**config.mk**
```make
export PLATFORM = sky130hd
export DESIGN_NAME = ball_trajectory_2d_flat
export DESIGN_NICKNAME = d
export VERILOG_FILES = /design/src/rtl/pong_pkg.sv /design/src/rtl/ball_trajectory_2d_if.sv /design/src/rtl/axis_reflect.sv /design/src/rtl/ball_trajectory_2d.sv /design/src/flat_wrapper.sv
export SDC_FILE = /design/constraint.sdc
export NUM_CORES = 1
export LEC_CHECK = 0
export CORE_AREA = 2 2 168 170
export CTS_CLUSTER_SIZE = 20
export DETAILED_ROUTE_END_ITERATION = 8
export DIE_AREA = 0 0 170 172
export GPL_ROUTABILITY_DRIVEN = 0
export SKIP_CTS_REPAIR_TIMING = 1
export SLEW_MARGIN = 15
export SYNTH_ARGS = -nofsm -noshare
export SYNTH_HDL_FRONTEND = slang
export SYNTH_HIERARCHICAL = 1
export SYNTH_SLANG_ARGS = --single-unit
```
**constraint.sdc**
```tcl
create_clock -name clock -period 3.79 [get_ports clock]
set_input_delay 0.9475 -clock clock [delete_from_list [all_inputs] [get_ports clock]]
set_output_delay 0.9475 -clock clock [all_outputs]
set_load 0.01 [all_outputs]
```
**src/rtl/pong_pkg.sv**
```systemverilog
// Shared pong datapath types and default playfield geometry.
// No ports; imported by the ball trajectory interface, top and axis sub-module.
// Optional feature macro used by users of this package: TRAJ_BOUNCE_COUNT_EN.
package pong_pkg;

  // Direction of travel along one axis
  typedef logic dir_t;

  localparam dir_t DIR_INC = 1'b1;
  localparam dir_t DIR_DEC = 1'b0;

  // Default playfield extents (inclusive)
  localparam int unsigned PF_X_MAX = 319;
  localparam int unsigned PF_Y_MAX = 239;

  localparam int unsigned BOUNCE_CNT_W = 16;

endpackage

```
**src/rtl/ball_trajectory_2d_if.sv**
```systemverilog
// Control/status bundle between the game controller and the ball trajectory block.
// master: controller side (drives active/threshold/serve, observes position and pulses).
// slave : trajectory block side.
// With TRAJ_BOUNCE_COUNT_EN defined the bundle also carries bounce_count.
interface ball_trajectory_2d_if #(
  parameter int unsigned X_W  = 9,
  parameter int unsigned Y_W  = 9,
  parameter int unsigned TH_W = 64
);

  logic                active;
  logic [TH_W-1:0]     threshold;
  logic                load;
  logic [X_W-1:0]      load_x;
  logic [Y_W-1:0]      load_y;
  pong_pkg::dir_t      load_dx;
  pong_pkg::dir_t      load_dy;

  logic [X_W-1:0]      x;
  logic [Y_W-1:0]      y;
  pong_pkg::dir_t      dir_x;
  pong_pkg::dir_t      dir_y;
  logic                step;
  logic                bounce_x;
  logic                bounce_y;
`ifdef TRAJ_BOUNCE_COUNT_EN
  logic [pong_pkg::BOUNCE_CNT_W-1:0] bounce_count;
`endif

  modport master (
    output active, threshold, load, load_x, load_y, load_dx, load_dy,
`ifdef TRAJ_BOUNCE_COUNT_EN
    input  bounce_count,
`endif
    input  x, y, dir_x, dir_y, step, bounce_x, bounce_y
  );

  modport slave (
    input  active, threshold, load, load_x, load_y, load_dx, load_dy,
`ifdef TRAJ_BOUNCE_COUNT_EN
    output bounce_count,
`endif
    output x, y, dir_x, dir_y, step, bounce_x, bounce_y
  );

endinterface

```
**src/rtl/axis_reflect.sv**
```systemverilog
// One axis of ball motion: steps pos by one toward dir, reflecting at 0 and MAX.
// Ports: clock, reset_n (sync, active-low), step_en, load, load_pos (pre-clamped),
//        load_dir -> pos, dir, bounce (all registered).
module axis_reflect
  import pong_pkg::*;
#(
  parameter int unsigned W   = 9,
  parameter int unsigned MAX = 319
) (
  input  logic         clock,
  input  logic         reset_n,
  input  logic         step_en,
  input  logic         load,
  input  logic [W-1:0] load_pos,
  input  dir_t         load_dir,
  output logic [W-1:0] pos,
  output dir_t         dir,
  output logic         bounce
);

  localparam logic [W-1:0] MAX_V   = W'(MAX);
  localparam logic [W-1:0] RESET_V = W'(MAX / 2);

  logic [W-1:0] pos_q, pos_d;
  dir_t         dir_q, dir_d;
  logic         bounce_q, bounce_d;

  // Next position; a reflection consumes the step so pos never dwells on an edge
  always_comb begin
    pos_d    = pos_q;
    dir_d    = dir_q;
    bounce_d = 1'b0;
    if (load) begin
      pos_d = load_pos;
      dir_d = load_dir;
    end else if (step_en) begin
      if (dir_q == DIR_INC) begin
        if (pos_q == MAX_V) begin
          pos_d    = MAX_V - W'(1);
          dir_d    = DIR_DEC;
          bounce_d = 1'b1;
        end else begin
          pos_d = pos_q + W'(1);
        end
      end else begin
        if (pos_q == '0) begin
          pos_d    = W'(1);
          dir_d    = DIR_INC;
          bounce_d = 1'b1;
        end else begin
          pos_d = pos_q - W'(1);
        end
      end
    end
  end

  always_ff @(posedge clock) begin
    if (!reset_n) begin
      pos_q    <= RESET_V;
      dir_q    <= DIR_INC;
      bounce_q <= 1'b0;
    end else begin
      pos_q    <= pos_d;
      dir_q    <= dir_d;
      bounce_q <= bounce_d;
    end
  end

  assign pos    = pos_q;
  assign dir    = dir_q;
  assign bounce = bounce_q;

endmodule

```
**src/rtl/ball_trajectory_2d.sv**
```systemverilog
// Two-axis ball trajectory: moves (x, y) one unit per axis every threshold+1
// active cycles, reflecting at the playfield edges and pulsing step/bounce.
// Ports: clock, reset_n (sync, active-low), bus (ball_trajectory_2d_if.slave):
//   active, threshold, load, load_x/y, load_dx/dy in; x, y, dir_x/y, step,
//   bounce_x/y out (registered).
// TRAJ_BOUNCE_COUNT_EN adds bus.bounce_count: saturating x-bounce count,
// cleared by reset and load.
module ball_trajectory_2d
  import pong_pkg::*;
#(
  parameter int unsigned X_W   = 9,
  parameter int unsigned Y_W   = 9,
  parameter int unsigned X_MAX = PF_X_MAX,
  parameter int unsigned Y_MAX = PF_Y_MAX,
  parameter int unsigned TH_W  = 64
) (
  input  logic                 clock,
  input  logic                 reset_n,
  ball_trajectory_2d_if.slave  bus
);

  localparam logic [X_W-1:0] X_MAX_V = X_W'(X_MAX);
  localparam logic [Y_W-1:0] Y_MAX_V = Y_W'(Y_MAX);

  logic [TH_W-1:0] cnt_q, cnt_d;
  logic            step_q, step_d;
  logic [X_W-1:0]  load_x_c;
  logic [Y_W-1:0]  load_y_c;

  // Serve coordinates are clamped into the playfield
  always_comb begin
    load_x_c = (bus.load_x > X_MAX_V) ? X_MAX_V : bus.load_x;
    load_y_c = (bus.load_y > Y_MAX_V) ? Y_MAX_V : bus.load_y;
  end

  // Tick counter; >= so a lowered threshold fires next edge instead of wrapping
  always_comb begin
    cnt_d  = cnt_q;
    step_d = 1'b0;
    if (bus.load) begin
      cnt_d = '0;
    end else if (bus.active) begin
      if (cnt_q >= bus.threshold) begin
        cnt_d  = '0;
        step_d = 1'b1;
      end else begin
        cnt_d = cnt_q + TH_W'(1);
      end
    end
  end

  always_ff @(posedge clock) begin
    if (!reset_n) begin
      cnt_q  <= '0;
      step_q <= 1'b0;
    end else begin
      cnt_q  <= cnt_d;
      step_q <= step_d;
    end
  end

  assign bus.step = step_q;

  axis_reflect #(.W(X_W), .MAX(X_MAX)) u_axis_x (
    .clock    (clock),
    .reset_n  (reset_n),
    .step_en  (step_d),
    .load     (bus.load),
    .load_pos (load_x_c),
    .load_dir (bus.load_dx),
    .pos      (bus.x),
    .dir      (bus.dir_x),
    .bounce   (bus.bounce_x)
  );

  axis_reflect #(.W(Y_W), .MAX(Y_MAX)) u_axis_y (
    .clock    (clock),
    .reset_n  (reset_n),
    .step_en  (step_d),
    .load     (bus.load),
    .load_pos (load_y_c),
    .load_dir (bus.load_dy),
    .pos      (bus.y),
    .dir      (bus.dir_y),
    .bounce   (bus.bounce_y)
  );

`ifdef TRAJ_BOUNCE_COUNT_EN
  logic [BOUNCE_CNT_W-1:0] bcnt_q, bcnt_d;
  logic                    bounce_x_c;

  // Predict the x reflection so the count lands on the same edge as bounce_x
  always_comb begin
    bounce_x_c = step_d && ((bus.dir_x == DIR_INC) ? (bus.x == X_MAX_V) : (bus.x == '0));
    bcnt_d     = bcnt_q;
    if (bus.load) begin
      bcnt_d = '0;
    end else if (bounce_x_c && (bcnt_q != {BOUNCE_CNT_W{1'b1}})) begin
      bcnt_d = bcnt_q + BOUNCE_CNT_W'(1);
    end
  end

  always_ff @(posedge clock) begin
    if (!reset_n) begin
      bcnt_q <= '0;
    end else begin
      bcnt_q <= bcnt_d;
    end
  end

  assign bus.bounce_count = bcnt_q;
`endif

endmodule

```
**src/flat_wrapper.sv**
```systemverilog
// flat-port wrapper written by rule: the top's interface ports become plain ports
module ball_trajectory_2d_flat import pong_pkg::*;
#(
  parameter int unsigned X_W   = 9,
  parameter int unsigned Y_W   = 9,
  parameter int unsigned X_MAX = PF_X_MAX,
  parameter int unsigned Y_MAX = PF_Y_MAX,
  parameter int unsigned TH_W  = 64
)
  (clock, reset_n, bus_active, bus_threshold, bus_load, bus_load_x, bus_load_y, bus_load_dx, bus_load_dy, bus_x, bus_y, bus_dir_x, bus_dir_y, bus_step, bus_bounce_x, bus_bounce_y);
  ball_trajectory_2d_if #(.X_W(X_W), .Y_W(Y_W), .TH_W(TH_W)) bus_i ();
  input  logic clock;
  input  logic reset_n;
  input wire logic [$bits(bus_i.active)-1:0] bus_active;
  input wire logic [$bits(bus_i.threshold)-1:0] bus_threshold;
  input wire logic [$bits(bus_i.load)-1:0] bus_load;
  input wire logic [$bits(bus_i.load_x)-1:0] bus_load_x;
  input wire logic [$bits(bus_i.load_y)-1:0] bus_load_y;
  input wire logic [$bits(bus_i.load_dx)-1:0] bus_load_dx;
  input wire logic [$bits(bus_i.load_dy)-1:0] bus_load_dy;
  output wire logic [$bits(bus_i.x)-1:0] bus_x;
  output wire logic [$bits(bus_i.y)-1:0] bus_y;
  output wire logic [$bits(bus_i.dir_x)-1:0] bus_dir_x;
  output wire logic [$bits(bus_i.dir_y)-1:0] bus_dir_y;
  output wire logic [$bits(bus_i.step)-1:0] bus_step;
  output wire logic [$bits(bus_i.bounce_x)-1:0] bus_bounce_x;
  output wire logic [$bits(bus_i.bounce_y)-1:0] bus_bounce_y;
  assign bus_i.active = bus_active;
  assign bus_i.threshold = bus_threshold;
  assign bus_i.load = bus_load;
  assign bus_i.load_x = bus_load_x;
  assign bus_i.load_y = bus_load_y;
  assign bus_i.load_dx = bus_load_dx;
  assign bus_i.load_dy = bus_load_dy;
  assign bus_x = bus_i.x;
  assign bus_y = bus_i.y;
  assign bus_dir_x = bus_i.dir_x;
  assign bus_dir_y = bus_i.dir_y;
  assign bus_step = bus_i.step;
  assign bus_bounce_x = bus_i.bounce_x;
  assign bus_bounce_y = bus_i.bounce_y;
  ball_trajectory_2d #(.X_W(X_W), .Y_W(Y_W), .X_MAX(X_MAX), .Y_MAX(Y_MAX), .TH_W(TH_W)) u_core (.clock(clock), .reset_n(reset_n), .bus(bus_i));
endmodule
```
Word-level counts from Yosys, hierarchy flattened

Cells that the tools add are included.

Output and inout port bits: 23
Flip-flop bits (word level): 87
Logic and storage cells: 55
Input bits: 88

Add/subtract/negate cells: 5
Order comparisons: 3
Equality and inequality tests: 2
Mux-type cells: 30
Reduce and logical (&&, ||, !) cells: 5
Bitwise logic cells: 2

Operators by type and width:

| operator                | number |
|---|---|
| $mux W9                 | 12 |
| $add A64 B1 Y64 const B | 1 |
| $ge A64 B64 Y1          | 1 |
| $mux W64                | 1 |
| $add A9 B1 Y9 const B   | 2 |
| $logic_not A9 Y1        | 2 |
| $sub A9 B1 Y9 const B   | 2 |
| $mux W1                 | 17 |
| $eq A9 B8 Y1 const B    | 1 |
| $eq A9 B9 Y1 const B    | 1 |
| $gt A9 B8 Y1 const B    | 1 |
| $gt A9 B9 Y1 const B    | 1 |
| $reduce_or A3 Y1        | 1 |
| $not A1 Y1              | 2 |
| $reduce_bool A2 Y1      | 1 |
| $reduce_or A2 Y1        | 1 |

Logic depth before layout (Yosys ltp)

Gate-level depths: netlist of run 1.

Depth in word-level cells: 6
Gate-level depth with buffers: 13
Depth with buffers taken out: 12

Cells and area by module

The synthesis of run 1 kept the hierarchy.

By module, submodules not included:

| module                         | instances | sequential area each (um^2) | cells an instance | area each (um^2) |
|---|---|---|---|---|
| ball_trajectory_2d             | 1         | 1301.2                      | 598               | 4993.5 |
| axis_reflect (u_core.u_axis_x) | 1         | 220.2                       | 121               | 932.1 |
| axis_reflect (u_core.u_axis_y) | 1         | 220.2                       | 114               | 849.6 |

Worst setup path after synthesis of run 1

No wires, ideal clock.

Kind: input to register
From: input port bus_threshold[0]
To: register u_core.u_axis_x.dir_q (netlist: u_core/u_axis_x/dir)
Setup slack: 0.254 ns
Path buffers: 1
Arrival: 3.409 ns
Library setup time: 0.127 ns
Required time: 3.663 ns
Stages on the path: 11
Cell sequence: ha_1 nand2b_1 a2111oi_2 o31ai_1 a211o_1 a311o_1 buf_6 o21ba_1 nand2b_1 o21ai_0 or3_1

Longest elaborated chain between the ends: 5

Ends and longest elaborated chain:

| item                                | line                     | source |
|---|---|---|
| start, declared                     | flat_wrapper.sv:15       | `input wire logic [$bits(bus_i.threshold)-1:0] bus_threshold;` |
| $ge A64 B64 Y1                      | ball_trajectory_2d.sv:43 | `if (cnt_q >= bus.threshold) begin` |
| $mux W1                             | ball_trajectory_2d.sv:43 |  |
| $mux W1                             | ball_trajectory_2d.sv:42 | `end else if (bus.active) begin` |
| $mux W1                             | ball_trajectory_2d.sv:40 | `if (bus.load) begin` |
| via u_core.step_d                   | ball_trajectory_2d.sv:26 | `logic step_q, step_d;` |
| $reduce_bool A2 Y1 (no source line) | n/a                      |  |
| end signal, assigned                | axis_reflect.sv:64       | `dir_q <= dir_d;` |
| end, declared                       | axis_reflect.sv:25       | `dir_t dir_q, dir_d;` |

The timed path passes the listed nets, and every way through them passes these cells.
A chain may end at the register's enable or synchronous reset.

Worst setup path after layout of run 1

From: input port bus_threshold[0]
To: register u_core.u_axis_x.pos_q[0] (netlist: u_core/u_axis_x/pos[0])

Longest elaborated chain between the ends: 5

Ends and longest elaborated chain:

| item                                | line                     | source |
|---|---|---|
| $ge A64 B64 Y1                      | ball_trajectory_2d.sv:43 |  |
| $mux W1                             | ball_trajectory_2d.sv:43 |  |
| $mux W1                             | ball_trajectory_2d.sv:42 |  |
| $mux W1                             | ball_trajectory_2d.sv:40 |  |
| via u_core.step_d                   | ball_trajectory_2d.sv:26 |  |
| $reduce_bool A2 Y1 (no source line) | n/a                      |  |
| end signal, assigned                | axis_reflect.sv:63       | `pos_q <= pos_d;` |
| end, declared                       | axis_reflect.sv:24       | `logic [W-1:0] pos_q, pos_d;` |

The timed path passes the listed nets, and every way through them passes these cells.

==> impl_metrics.py, run 1 <==
metrics = {
    "outcome": {
        "outcome": "finished clean",
    },
    "timing": {
        "finalSetupViolations": 0,
        "timing.final.hold_violations": 0,
        "finalCriticalPeriod_ns": 3.70,
        "hold-worst-slack_ns": 0.580,
        "grt_setup_unrepaired": "no",
        "fmax_mhz": 270,
        "finalClockSkew_ns": 0.00885,
        "tightest_slew_ns": 0.705,
        "final.setup.worst_slack_ns": 0.0897,
        "final_max_slew_viol_count": 0,
        "final.period_utilization_pct": 97.6,
        "max-slew-margin-rel_pct": 52.9,
    },
    "yosys": {
        "synth_top_flop_cell": "sky130_fd_sc_hd__dfxtp_1",
        "postSynthNetCount": 990,
        "post_synth_edffs": 0,
        "ys_seq_area_share_pct": 25.7,
        "synth_cell_types": 69,
        "synth.avg_cell_area_sq_um": 8.13,
        "postSynthRegisterBits": 87,
        "synthesis.area_sq_mm": 0.00678,
        "ys_warn_count": 6,
        "postSynth.asyncResetShare_pct": 0,
        "syn-instance-count": 833,
    },
    "detailed_routing": {
        "postRouteAntennaNets": 0,
        "dr.max_layer_used": "met4",
        "detailroute.via_count": 6387,
        "drc": 0,
        "drt-pass1-iter-count": 5,
        "route.detailed.vias_per_inst": 4.91,
        "met2WireLength_um": 8770,
        "drt_wl_total_um": 19100,
        "dr.first_iter.drc_count": 363,
        "average_wire_per_cell_in_the_routed_design_um": 14.7,
        "met3RoutedLength_um": 1280,
        "met1Wirelength_um": 8890,
    },
    "finish": {
        "layout-drive-gt1-share_pct": 12.3,
        "areaGrowthSynthToFinish_pct": 29.6,
        "total_inserted_antenna_cells": 0,
        "stdcell_count": 1302,
        "seq_area_sq_mm": 0.00174,
        "layout.core_utilization_pct": 32.0,
        "fin_nets": 1108,
        "multi_input_comb_area_sq_mm": 0.00452,
        "most_frequent_cells_in_the_layout": "sky130_fd_sc_hd__clkdlybuf4s50_1, sky130_fd_sc_hd__inv_1, sky130_fd_sc_hd__dfxtp_1",
        "stdcell_area_sq_mm": 0.00878,
        "layout.cells.most_common": "sky130_fd_sc_hd__clkdlybuf4s50_1",
        "fillCellCount": 2919,
    },
    "critical_path": {
        "cp.required_ns": 4.04,
        "rr_worst_depth": 13,
        "endpoint_kind": "flop",
        "critical_path_maximum_fanout": 6,
        "ws_path_type": "in2reg",
        "slowest_stage": "sky130_fd_sc_hd__clkdlybuf4s50_1",
        "critPathArrivalTime_ns": 3.95,
        "slowest_delay_ns": 0.40,
        "worstPathCellList": "clkdlybuf4s50_1, ha_1, nand2b_1, a2111oi_2, o31ai_1, a211o_1, a311o_2, o21ba_2, buf_4, nand2b_4, buf_4, a21oi_1, a211o_1",
        "timing.critical_path.from_type": "primary input",
    },
    "clock_tree": {
        "clk_transition_reported_paths_ns": 0.07,
        "clock_tree_from_tritoncts": "built",
        "clk-insertion-delay-late_ns": 0.36,
        "cts-root-buf": "sky130_fd_sc_hd__clkbuf_16",
        "deepest_level_of_the_cts_h_tree": 3,
        "number_of_buffers_added_by_the_clock_tree_synthesis_step": 9,
        "cts_sinks": 87,
        "cts_buffer_depth": 2,
    },
    "place": {
        "post-place-ws_ns": -0.452,
        "port_buffers": 110,
        "postPlaceCellArea_sq_mm": 0.00839,
        "detailed_place_hpwl_um": 14600,
        "numPlacedInstances": 1286,
    },
    "global_route": {
        "grt_pass1_wl_um": 30200,
        "gr-total-overflow": 0,
        "grt_antenna_before_repair": 0,
        "via_count_of_the_first_global_routing_pass": 6014,
        "pin_count_of_the_biggest_net_entering_global_routing": 39,
        "gr-usage-all-layers_pct": 13.1,
    },
    "power_and_ir_drop": {
        "p_leak_nw": 3.48,
        "power.ir.vdd_worst_v": 0.000175,
        "cellPowerDensity_mw_per_mm2": 272,
    },
    "floorplan": {
        "start_util_pct": 24.7,
        "die_width_um": 170,
        "num_io_pins": 111,
        "chipHeight_um": 172,
        "core.rowCount": 61,
        "fp.coreArea_sq_mm": 0.0275,
        "die_area_sq_mm": 0.0292,
    },
    "run": {
        "timing.max_cap.violations": 0,
    },
    "min_path": {
        "hp-class": "reg2reg",
        "hold_depth": 2,
    },
}
## Yosys cell counts (3+ instances only)
library cell | number | area share [%]
sky130_fd_sc_hd__or4_4 | 3 | 0.50
sky130_fd_sc_hd__a21oi_1 | 45 | 3.3
sky130_fd_sc_hd__o221ai_1 | 3 | 0.39
sky130_fd_sc_hd__xor2_1 | 39 | 5.0
sky130_fd_sc_hd__clkbuf_1 | 14 | 0.78
sky130_fd_sc_hd__o211ai_1 | 6 | 0.66
sky130_fd_sc_hd__nor3b_1 | 7 | 0.78
sky130_fd_sc_hd__a211o_1 | 7 | 0.90
sky130_fd_sc_hd__inv_1 | 91 | 5.0
sky130_fd_sc_hd__nand2b_1 | 17 | 1.6
sky130_fd_sc_hd__nor2b_1 | 3 | 0.28
sky130_fd_sc_hd__nor4_2 | 3 | 0.55
sky130_fd_sc_hd__a21o_1 | 3 | 0.33
sky130_fd_sc_hd__o31ai_1 | 4 | 0.44
sky130_fd_sc_hd__nor3_1 | 49 | 3.6
sky130_fd_sc_hd__a31oi_1 | 5 | 0.46
sky130_fd_sc_hd__xnor2_1 | 33 | 4.3
sky130_fd_sc_hd__nor4b_1 | 3 | 0.39
sky130_fd_sc_hd__and2_1 | 5 | 0.46
sky130_fd_sc_hd__buf_2 | 12 | 0.89
sky130_fd_sc_hd__or3_1 | 4 | 0.37
sky130_fd_sc_hd__nand2_1 | 55 | 3.0
sky130_fd_sc_hd__or2_2 | 4 | 0.37
sky130_fd_sc_hd__nor4_1 | 7 | 0.65
sky130_fd_sc_hd__nor2_1 | 23 | 1.3
sky130_fd_sc_hd__buf_4 | 4 | 0.44
sky130_fd_sc_hd__o21ai_0 | 15 | 1.1
sky130_fd_sc_hd__a22oi_1 | 3 | 0.33
sky130_fd_sc_hd__a41oi_1 | 3 | 0.39
sky130_fd_sc_hd__nor3_2 | 40 | 5.9
sky130_fd_sc_hd__o22ai_1 | 5 | 0.46
sky130_fd_sc_hd__buf_6 | 6 | 1.0
sky130_fd_sc_hd__and4_1 | 11 | 1.4
sky130_fd_sc_hd__o21a_1 | 6 | 0.66
sky130_fd_sc_hd__dfxtp_1 | 87 | 26
sky130_fd_sc_hd__o41ai_1 | 3 | 0.39
sky130_fd_sc_hd__nand4_1 | 37 | 3.4
sky130_fd_sc_hd__ha_1 | 69 | 13
sky130_fd_sc_hd__o32ai_1 | 3 | 0.39
sky130_fd_sc_hd__nand3_1 | 48 | 3.5
sky130_fd_sc_hd__and3_1 | 13 | 1.2
sky130_fd_sc_hd__a221oi_1 | 4 | 0.52
## report_power, final
part	internal, mW	switching [mW]
combinational	0.192	0.154
sequential	0.929	0.0431
clock	0.655	0.418
## cell families after synthesis
| logic type | share of synthesized area (%) |
|---|---|
| AOI/OAI and AO/OA | 13.2 |
| xor gates and xnor gates | 9.31 |
| adders and majority gates | 12.7 |
| buffers and inverters | 8.27 |
| DFF | 25.7 |
| muxes | 0.148 |
| other | 0.0553 |
| and+or+nand+nor | 30.6 |
## critical path, delay by kind of cell
family	cells	cell delay [ns]
AOI/OAI and AO/OA	7	1.79
adders and majority gates	1	0.28
and+or+nand+nor	2	0.23
buffers and inverters	3	0.68
## final timing paths
kind                                        from                endpoint  slack (ns)
worst max-delay path            bus_threshold[0]  u_core/u_axis_x/pos[0]        0.09
worst max register to register   u_core/cnt_q[0]  u_core/u_axis_x/pos[0]        0.64
worst min-delay path            u_core/cnt_q[10]        u_core/cnt_q[10]        0.58
worst min register to register  u_core/cnt_q[10]        u_core/cnt_q[10]        0.58
## cell type report
class	instances	share of cell area, %
timing repair buffer	145	15.8
clock inverter	7	1.45
tap	346	4.93
clock buffer	9	2.56
sequential	87	19.8
multi-input combinational	617	51.5
inverter	91	3.89
## layer usage
metal,track usage [%],vias up
met2,21.8,183
met3,3.71,12
met4,2.71,0
li1,-,3228
met1,16.8,2964
met5,0,-
## state kept, by name, indices dropped and copies added (netlist names)
name,flops
u_core/cnt_q,64
u_core/u_axis_x/pos,9
u_core/u_axis_y/pos,9
u_core/bus.step,1
u_core/u_axis_x/bounce,1
u_core/u_axis_x/dir,1
u_core/u_axis_y/bounce,1
u_core/u_axis_y/dir,1
## metrics by stage
stage / power (mW) / TNS, ns
global placement: 1.33 / -4.61
finish: 2.39 / 0
global route: 2.50 / 0
floorplan: 1.16 / 0
CTS: 2.42 / -0.152
detailed placement: 1.34 / -6.94
(Power assumes the default switching activity.)
==> run 2: changes to the inputs <==
- CAP_MARGIN: unset -> 20
==> results of run 2 <==
Same layout as run 1: the final DEF is identical, and so are final timing and power.
